<file path="src/rtl/pulse_to_level.sv">
// pulse_to_level
//   Turns single-cycle trigger/cancel strobes into a level. The level can be
//   held until it is cancelled (latched mode), or it can be held for a
//   programmed number of cycles (timed mode).
//
// Ports
//   clk          system clock; all state changes happen on its rising edge
//   rst          asynchronous active-high reset
//   p_in         trigger strobe
//   n_in         cancel strobe; it always wins over p_in in the same cycle
//   mode         0 = latched set/clear, 1 = timed hold (sampled on an accepted trigger)
//   hold_cycles  timed-mode high duration in cycles (sampled on an accepted trigger)
//   level        registered generated level, high in LATCHED and TIMED
//   busy         high whenever the FSM is not IDLE
//   expired      one-cycle pulse in the first low cycle after a natural timed end
//   remaining    high cycles left after the current one while TIMED, else 0
//   dbg_state    current FSM state (0 IDLE, 1 LATCHED, 2 TIMED)
//
// Configuration
//   PULSE_TO_LEVEL_RETRIGGER_EN  when defined, a trigger during TIMED reloads
//                                the counter from hold_cycles-1. A hold_cycles
//                                value of 0 is not reloaded. When the macro is
//                                undefined, a trigger during TIMED is ignored.
//
// Handshake: p_in and n_in are fire-and-forget strobes. They have no ready
// and no backpressure. Each cycle in which a strobe is high counts as one
// event, and n_in dominates p_in in every state.
module pulse_to_level #(
  parameter int CNT_W = 16
) (
  input  logic             clk,
  input  logic             rst,
  input  logic             p_in,
  input  logic             n_in,
  input  logic             mode,
  input  logic [CNT_W-1:0] hold_cycles,
  output logic             level,
  output logic             busy,
  output logic             expired,
  output logic [CNT_W-1:0] remaining,
  output logic [1:0]       dbg_state
);

  typedef enum logic [1:0] {
    IDLE    = 2'd0,
    LATCHED = 2'd1,
    TIMED   = 2'd2
  } state_t;

  localparam logic [CNT_W-1:0] ONE = {{(CNT_W-1){1'b0}}, 1'b1};

  state_t           state_q, state_d;
  logic [CNT_W-1:0] cnt_q, cnt_d;
  logic             level_q;
  logic             expired_q, expired_d;
  logic             trig;
  logic             retrig_ok;

  // A trigger counts only when no cancel is present in the same cycle.
  assign trig = p_in & ~n_in;

`ifdef PULSE_TO_LEVEL_RETRIGGER_EN
  assign retrig_ok = trig & (hold_cycles != '0);
`else
  assign retrig_ok = 1'b0;
`endif

  // State register
  always_ff @(posedge clk or posedge rst) begin
    if (rst) begin
      state_q   <= IDLE;
      cnt_q     <= '0;
      level_q   <= 1'b0;
      expired_q <= 1'b0;
    end else begin
      state_q   <= state_d;
      cnt_q     <= cnt_d;
      // The level is registered from the next state so that it stays glitch-free.
      level_q   <= (state_d != IDLE);
      expired_q <= expired_d;
    end
  end

  // Next-state logic
  always_comb begin
    state_d   = state_q;
    cnt_d     = cnt_q;
    expired_d = 1'b0;
    case (state_q)
      IDLE: begin
        if (trig) begin
          if (!mode) begin
            state_d = LATCHED;
          end else if (hold_cycles != '0) begin
            // The counter holds the cycles left after the current one,
            // so an N-cycle hold starts at N-1.
            state_d = TIMED;
            cnt_d   = hold_cycles - ONE;
          end
        end
      end
      LATCHED: begin
        if (n_in) state_d = IDLE;
      end
      TIMED: begin
        if (n_in) begin
          state_d = IDLE;
          cnt_d   = '0;
        end else if (retrig_ok) begin
          cnt_d = hold_cycles - ONE;
        end else if (cnt_q == '0) begin
          state_d   = IDLE;
          expired_d = 1'b1;
        end else begin
          cnt_d = cnt_q - ONE;
        end
      end
      default: begin
        state_d = IDLE;
        cnt_d   = '0;
      end
    endcase
  end

  // Output logic
  always_comb begin
    level     = level_q;
    busy      = (state_q != IDLE);
    expired   = expired_q;
    remaining = (state_q == TIMED) ? cnt_q : '0;
    dbg_state = state_q;
  end

endmodule

</file>
<file path="config.mk">
export PLATFORM = sky130hd
export DESIGN_NAME = pulse_to_level
export DESIGN_NICKNAME = d
export VERILOG_FILES = /design/src/rtl/pulse_to_level.sv
export SDC_FILE = /design/constraint.sdc
export NUM_CORES = 1
export LEC_CHECK = 0
export ABC_AREA = 1
export CAP_MARGIN = 10
export CORE_MARGIN = 1.5
export CORE_UTILIZATION = 50
export DETAILED_ROUTE_END_ITERATION = 16
export DONT_BUFFER_PORTS = 1
export HOLD_SLACK_MARGIN = 0.02
export MAX_ROUTING_LAYER = met4
export PLACE_DENSITY = 0.69
export SLEW_MARGIN = 25
export SYNTH_ARGS = -nofsm -noshare
export SYNTH_HDL_FRONTEND = slang
export SYNTH_SLANG_ARGS = --single-unit
</file>
<file path="constraint.sdc">
create_clock -name clk -period 2.34 [get_ports clk]
set_input_delay 0.468 -clock clk [delete_from_list [all_inputs] [get_ports clk]]
set_output_delay 0.468 -clock clk [all_outputs]
set_load 0.005 [all_outputs]
</file>
# Word-level counts from Yosys, hierarchy flattened
# Index checks and enable logic that the tools add are counted.
# Widths: inputs -> output; s select.
[word_totals] regBits=20 inputBits=21 output_inout_bits=21 elab_cells=38
[op_classes] n_addsub=2 eq_ne=6 muxes=17 bitwise=3 reduce_logical=6
[ops] operator="$mux 16" n=6
[ops] operator="$pmux 16 s3" n=1
[ops] operator="$sub 16x1->16 const B" n=2
[ops] operator="$logic_not 16->1" n=1
[ops] operator="$reduce_bool 16->1" n=1
[ops] operator="$mux 2" n=6
[ops] operator="$ne 2x2->1 const B" n=3
[ops] operator="$pmux 2 s3" n=1
[ops] operator="$reduce_and 5->1" n=1
[ops] operator="$reduce_bool 2->1" n=2
[ops] operator="$mux 1" n=3
[ops] operator="$ne 3x3->1 const B" n=1
[ops] operator="$eq 2x1->1 const B" n=1
[ops] operator="$eq 2x2->1 const B" n=1
[ops] operator="$logic_not 2->1" n=1
[ops] operator="$not 1->1" n=2
[ops] operator="$and 1x1->1" n=1

# Longest topological paths before layout
# Gate-level depths: netlist (run 1).
[depth] word_depth=6 mapped_depth=12 depth_no_buf=11

# Worst setup path before layout (run 1)
# OpenSTA, ideal clock, no wires.
[synth_path] path_kind="input-to-reg" start="in hold_cycles[0]" end="reg cnt_q[3]" setup_time_ns=0.116 arrival_ns=1.523 t_required_ns=2.224 path_slack_ns=0.700 path_stages=12 path_buffers=1 cell_sequence="inv_1 ha_1 inv_1 nor2_1 nand3_2 nor2_2 nand3_2 nand2_1 nor2_2 buf_6 nand2_1 nand2_1"
[synth_via] elab_chain_cells=5 word_cells_on_any_way=8 cone_classes="add/sub (1); eq/ne (1); mux (4); reduce/logical (2)"
[synth_lines] item="from (decl)" line="36" text="input logic [CNT_W-1:0] hold_cycles,"
[synth_lines] item="$sub 16x1->16"
[synth_lines] item="$mux 16" line="94" text="end else if (hold_cycles != '0) begin"
[synth_lines] item="$mux 16" line="92" text="if (!mode) begin"
[synth_lines] item="$mux 16" line="91" text="if (trig) begin"
[synth_lines] item="$pmux 16 s3" line="89" text="case (state_q)"
[synth_lines] item="to (signal assigned)" line="77" text="cnt_q <= cnt_d;"
[synth_lines] item="to (decl)" line="53" text="logic [CNT_W-1:0] cnt_q, cnt_d;"
# Parallel ways exist; a longest one is shown, timed or not. The select of a mux whose other input is x is not followed.
# A chain may end at the register's enable or synchronous reset.

# Worst setup path in the final report (run 1)
[layout_path] start="reg state_q[0] (netlist: dbg_state[0])" end="reg cnt_q[4]"
[layout_via] elab_chain_cells=3 word_cells_on_any_way=10 cone_classes="eq/ne (6); mux (1); bitwise (1); reduce/logical (2)"
[layout_lines] item="from (decl)" line="52" text="state_t state_q, state_d;"
[layout_lines] item="from (signal assigned)" line="76" text="state_q <= state_d;"
[layout_lines] item="$eq 2x2->1, or another cell as far along" line="89"
[layout_lines] item="$ne 3x3->1 (no line), or another cell as far along"
[layout_lines] item="$reduce_and 5->1 (no line)"
# Parallel ways exist; a longest one is shown, timed or not.

==> results.yml, run 1 <==
placed_design:
  place_ws_ps: 485.8
  gp_congestion: 0.8919
  io_buffers: 0
  post-dp-hpwl_um: 3579
logic_synthesis:
  synthFlopType: "dfrtp_1"
  synthesis.instances: 330
  synth.avg_cell_area_um2: 5.790
  synthSimpleGateAreaFrac: 0.5547
  ys_ff_latch: 20
  async_reset_ff_frac: 1.000
  netlist_area_um2: 1911
  synth_top_family_by_area: "simple AND/OR/NAND/NOR gates"
  synth.most_common_cell: "nand2_1"
  synth_compound_area_frac: 0.05305
  synth_xor_area_frac: 0.01375
  ys_top_cells_by_area: "dfrtp_1 (26%), nand2_1 (24%), nor2_1 (11%)"
  seq_area_frac_synth: 0.2620
  synth_fp_nets: 353
  synth_fa_ha_area_frac: 0.01310
  synth_edf_count: 0
  yosys_warnings: 0
  synthMuxAreaShare: 0
  synth_cell_types: 29
  synth_top_area_share: 0.2620
  ys_top_cells_by_count: "nand2_1 (120), nor2_1 (55), inv_1 (42)"
  yosysTopAreaCell: "dfrtp_1"
global_route:
  met1_usage: 0.3533
  grt_pass1_wl_um: 7907
  grt_use_met2: 0.3698
  grt_usage: 0.2455
  grt.busiest_layer: "met2"
  overflow: 0
  antenna_found_initial: 0
  grt_max_degree: 21
  grt_pass1_vias: 1748
  met3_usage: 0.02083
cells_and_area:
  area_growth_pct: 5.370
  layout.area.seq_um2: 500.5
  nFillCells: 396
  n_antenna_cell: 0
  multi_input_area_um2: 1212
  drive_gt1_frac: 0.07879
  nets: 354
  fin_util: 0.5499
floorplanning:
  die_w_um: 64.82
  initial_core_util: 0.5219
  dieArea_um2: 4201
  rows: 22
  die_y_um: 64.82
  core-area_um2: 3661
  io_pins: 42
power_and_ir_drop:
  power_density_nw_per_um2: 772.6
  vdd_drop_max_mv: 0.2835
  leakagePower_uw: 0.001051
critical_path:
  endpoint_kind: "register"
  critPathArrivalTime_ps: 2070
  crit_chain: "inv_1, nand2_2, nor2_8, nand4_2, inv_1, nor2_2, nand2_1, nand2_1"
  critical_path_class: "register to register"
  worst_ep_required_time_ps: 2550
  max_stage_delay_ps: 470
  start_kind: "register"
  cp_slowest_cell: "nor2_2"
  cp_max_fo: 18
job:
  cap_violations: 0
timing:
  setup_ws_ps: 480.3
  finalClockSkew_ps: 4.529
  period_needed_ps: 1860
  max-slew-margin-rel: 0.4557
  slew_viol_final: 0
  fin_tns_setup_ps: 0
  fin_crit_sh: 0.7948
  rsz0062_at_grt: "false"
  finalSetupViolCount: 0
  fmax_ghz: 0.5377
  holdWs_ps: 238.5
  hold_viol: 0
  worst_pin_slew_ps: 815.6
clocking:
  cts_made_buffers: 3
  insertion_delay_ps: 270
  clk_pin_slew_ps: 90
  postCtsSetupBuffers: 0
  htree_levels: 1
  ctsRootBufferMaster: "clkbuf_8"
  cts_hold_buf: 0
  clock-sinks: 20
  cts_tree: "done"
  ctsResizeCount: 0
  cts_max_path_buffers: 2
route:
  drc: 0
  via_count: 1946
  drtIter0Drc: 115
  wirelength_um: 4659
  ant_nets: 0
  drt-wirelength-per-cell_um: 12.33
  first_pass_iters: 4
  routed_via_density: 5.148
outcome:
  outcome: "complete, no violations"
worst_hold_path:
  hold_class: "input pin to async pin"
[path summary, 6_finish.rpt]
| kind | from | endpoint | slack [ps] | depth (start not counted) |
|---|---|---|---|---|
| worst min-delay path | rst | cnt_q[8] | 240 | 1 |
| min in group clk | mode | dbg_state[1] | 380 | 2 |
| worst max-delay path | dbg_state[0] | cnt_q[4] | 480 | 8 |
| worst max register to register | dbg_state[0] | cnt_q[4] | 480 | 8 |
| max in group asynchronous | rst | cnt_q[13] | 1590 | 1 |
| worst min register to register | cnt_q[0] | cnt_q[0] | 500 | 2 |
[placed cells by master, fill, tap and decap left out, types with 2 or more instances in the layout]
master	instances
nand2_1	120
nor2_1	55
inv_1	42
nand3_1	40
dfrtp_1	20
o21ai_0	11
nor2_2	10
nand3_2	3
nand4_1	3
clkbuf_8	3
nand2_2	2
o21bai_1	2
xor2_1	2
ha_1	2
[metal layers]
layer,vias to the layer above,part of all wire,wire length [um]
li1,1025,-,-
met1,845,0.48,2259
met5,-,0,0
met3,7,0.064,296
met2,69,0.44,2038
met4,0,0.014,64
[report_power, final]
| part | total, uW | leakage (uW) | internal, uW | switching [uW] |
|---|---|---|---|---|
| Clock | 362 | 0.0000357 | 229 | 133 |
| Sequential | 548 | 0.000257 | 435 | 113 |
| Combinational | 645 | 0.000759 | 206 | 439 |
| Total | 1560 | 0.00105 | 870 | 686 |
[flip-flops by register name, summed over array words and instances (netlist names)]
name       flops
level          1
cnt_q         16
expired        1
dbg_state      2
[layout make-up]
class / count / area share
clock inverter: 1 / 0.01492
tap: 48 / 0.02983
sequential: 20 / 0.2486
multi-input combinational: 262 / 0.6022
timing repair buffer: 1 / 0.003729
clock buffer: 3 / 0.02051
inverter: 43 / 0.08017
[through the flow]
step	cell area, um2	total power, uW	cells
final	2013	1555	378
after global routing	2013	1693	378
after CTS	2013	1559	378
after detailed placement	1942	1194	374
after global placement	1942	1191	374
after floorplan	1911	1059	330
[critical path, delay by kind of cell, from the launching register on]
| family | cells | cell delay, ps |
|---|---|---|
| AND/OR/NAND/NOR | 6 | 1270 |
| flip-flops | 1 | 390 |
| buffers and inverters | 2 | 150 |
[cells by family after synthesis]
logic type	count (synthesis)
buf+inv	48
compound gates	17
xor+xnor	3
fa+ha+maj	2
simple gates	240
flops	20
Note: power is estimated with default switching activity, not from simulation.
==> run 2, diff against run 1 <==
==> constraint.sdc (replaced) <==
create_clock -name clk -period 1.9 [get_ports clk]
set_input_delay 0.38 -clock clk [delete_from_list [all_inputs] [get_ports clk]]
set_output_delay 0.38 -clock clk [all_outputs]
set_load 0.005 [all_outputs]
==> run 2 against run 1 <==
Net effect:
- design area grew 1.4%
- clock skew shrank 0.62 ps
- maximum frequency grew 12%
- die area is the same
- first-iteration DRC count shrank 3.5%
- global-route usage grew 0.54 points
- critical endpoint is now cnt_q[15]
==> results.yml, run 2 (synthesized netlist as in run 1, its figures left out) <==
placed_design:
  post-dp-hpwl_um: 3640
  place_ws_ps: 180.8
  io_buffers: 0
  gp_congestion: 0.9465
power_and_ir_drop:
  power_uw: 1829
  power_density_nw_per_um2: 895.8
  vdd_drop_max_mv: 0.3933
  leakagePower_uw: 0.001074
timing:
  hold_viol: 0
  slew_viol_final: 0
  fin_crit_sh: 0.8748
  period_needed_ps: 1662
  worst_pin_slew_ps: 304.9
  setup_ws_ps: 238.0
  max-slew-margin-rel: 0.7965
  finalSetupViolCount: 0
  finalClockSkew_ps: 3.908
  fin_tns_setup_ps: 0
  fmax_ghz: 0.6017
  rsz0062_at_grt: "false"
clocking:
  cts_hold_buf: 0
  postCtsSetupBuffers: 0
  cts_tree: "done"
  clock-sinks: 20
  ctsResizeCount: 0
  htree_levels: 1
  cts_made_buffers: 3
  ctsRootBufferMaster: "clkbuf_8"
  clk_pin_slew_ps: 80
  insertion_delay_ps: 260
  cts_max_path_buffers: 2
route:
  ant_nets: 0
  wirelength_um: 4625
  drtIter0Drc: 111
  drc: 0
  via_count: 1944
  routed_via_density: 5.063
  first_pass_iters: 4
  drt-wirelength-per-cell_um: 12.04
global_route:
  grt_pass1_vias: 1739
  grt_max_degree: 21
  grt_use_met2: 0.3698
  antenna_found_initial: 0
  grt_usage: 0.2509
  met3_usage: 0.02951
  grt.busiest_layer: "met2"
  overflow: 0
  grt_pass1_wl_um: 7997
  met1_usage: 0.3656
critical_path:
  critical_path_class: "register to register"
  critPathArrivalTime_ps: 1810
  reg2reg_depth: 10
  r2r_slack_ps: 240
  worst_ep_required_time_ps: 2050
  start_kind: "register"
  r2r-end: "cnt_q[15]"
  endpoint_kind: "register"
  r2r-start: "cnt_q[1]"
  cp_max_fo: 13
floorplanning:
  die_w_um: 64.82
  die_y_um: 64.82
  rows: 22
  initial_core_util: 0.5219
  io_pins: 42
  dieArea_um2: 4201
  core-area_um2: 3661
cells_and_area:
  layout_commonest_cell: "nand2_1"
  n_antenna_cell: 0
  nFillCells: 397
  top_register: "cnt_q"
  area_growth_pct: 6.876
  nets: 360
  drive_gt1_frac: 0.09524
  layout_common_cells: "nand2_1 (120), nor2_1 (55), inv_1 (42)"
  largest_reg_flops: 16
worst_hold_path:
  hold_class: "input pin to async pin"
outcome:
  outcome: "complete, no violations"
job:
  cap_violations: 0
-- run 2: changes by cell type in the layout (fill, tap and decap cells not counted), sizes merged --
cell,before,now
bufinv,1,0
buf,1,7
clkbuf,3,4
-- run 2: worst max path at each step --
stage / start / end / slack (ps) / cells after the start
after floorplan: hold_cycles[0] / cnt_q[3] / 350 / 12
after global placement: hold_cycles[0] / cnt_q[15] / 220 / 12
after detailed placement: hold_cycles[0] / cnt_q[13] / 180 / 12
after CTS: cnt_q[1] / cnt_q[15] / 220 / 10
after global routing: cnt_q[1] / cnt_q[14] / 60 / 11
final: cnt_q[1] / cnt_q[15] / 240 / 10
-- run 2: worst max-delay path: stages (launching register included) --
cell and delay (ps):
dfrtp_1 410, inv_1 90, ha_1 220, nand2_2 120
nor2_4 150, nand4_2 130, inv_1 100, nor2_2 40
buf_4 170, nand2_1 80, nand2_1 50
-- run 2: metrics by stage --
stage	util	hold slack (ps)	area [um2]	cells
2_1_floorplan	-	343.8	1911	330
3_3_place_gp	0.5427	321.0	1987	380
3_5_place_dp	0.5427	324.5	1987	380
4_1_cts	0.5578	39.78	2042	384
5_1_grt	0.5578	48.09	2042	384
6_report	0.5578	33.66	2042	384
-- run 2: report_power, final --
| part | leakage, uW | internal [uW] | switching [uW] |
|---|---|---|---|
| combinational | 0.000789 | 279 | 546 |
| sequential | 0.000257 | 536 | 139 |
| clock | 0.0000288 | 184 | 145 |
| total | 0.00107 | 999 | 830 |
-- run 2: final cells by class --
type,instances,area (um2),area share
repair buffers,7,52.55,0.02574
clock buffers,4,55.05,0.02696
inverters,43,161.4,0.07904
flip-flops and latches,20,500.5,0.2451
multi-input cells,262,1212,0.5937
well taps,48,60.06,0.02941
-- run 2: metal layers --
metal,vias to the layer above,share of wire
li1,1038,-
met1,853,0.52
met2,51,0.42
met3,2,0.051
met4,0,0.0067
met5,-,0
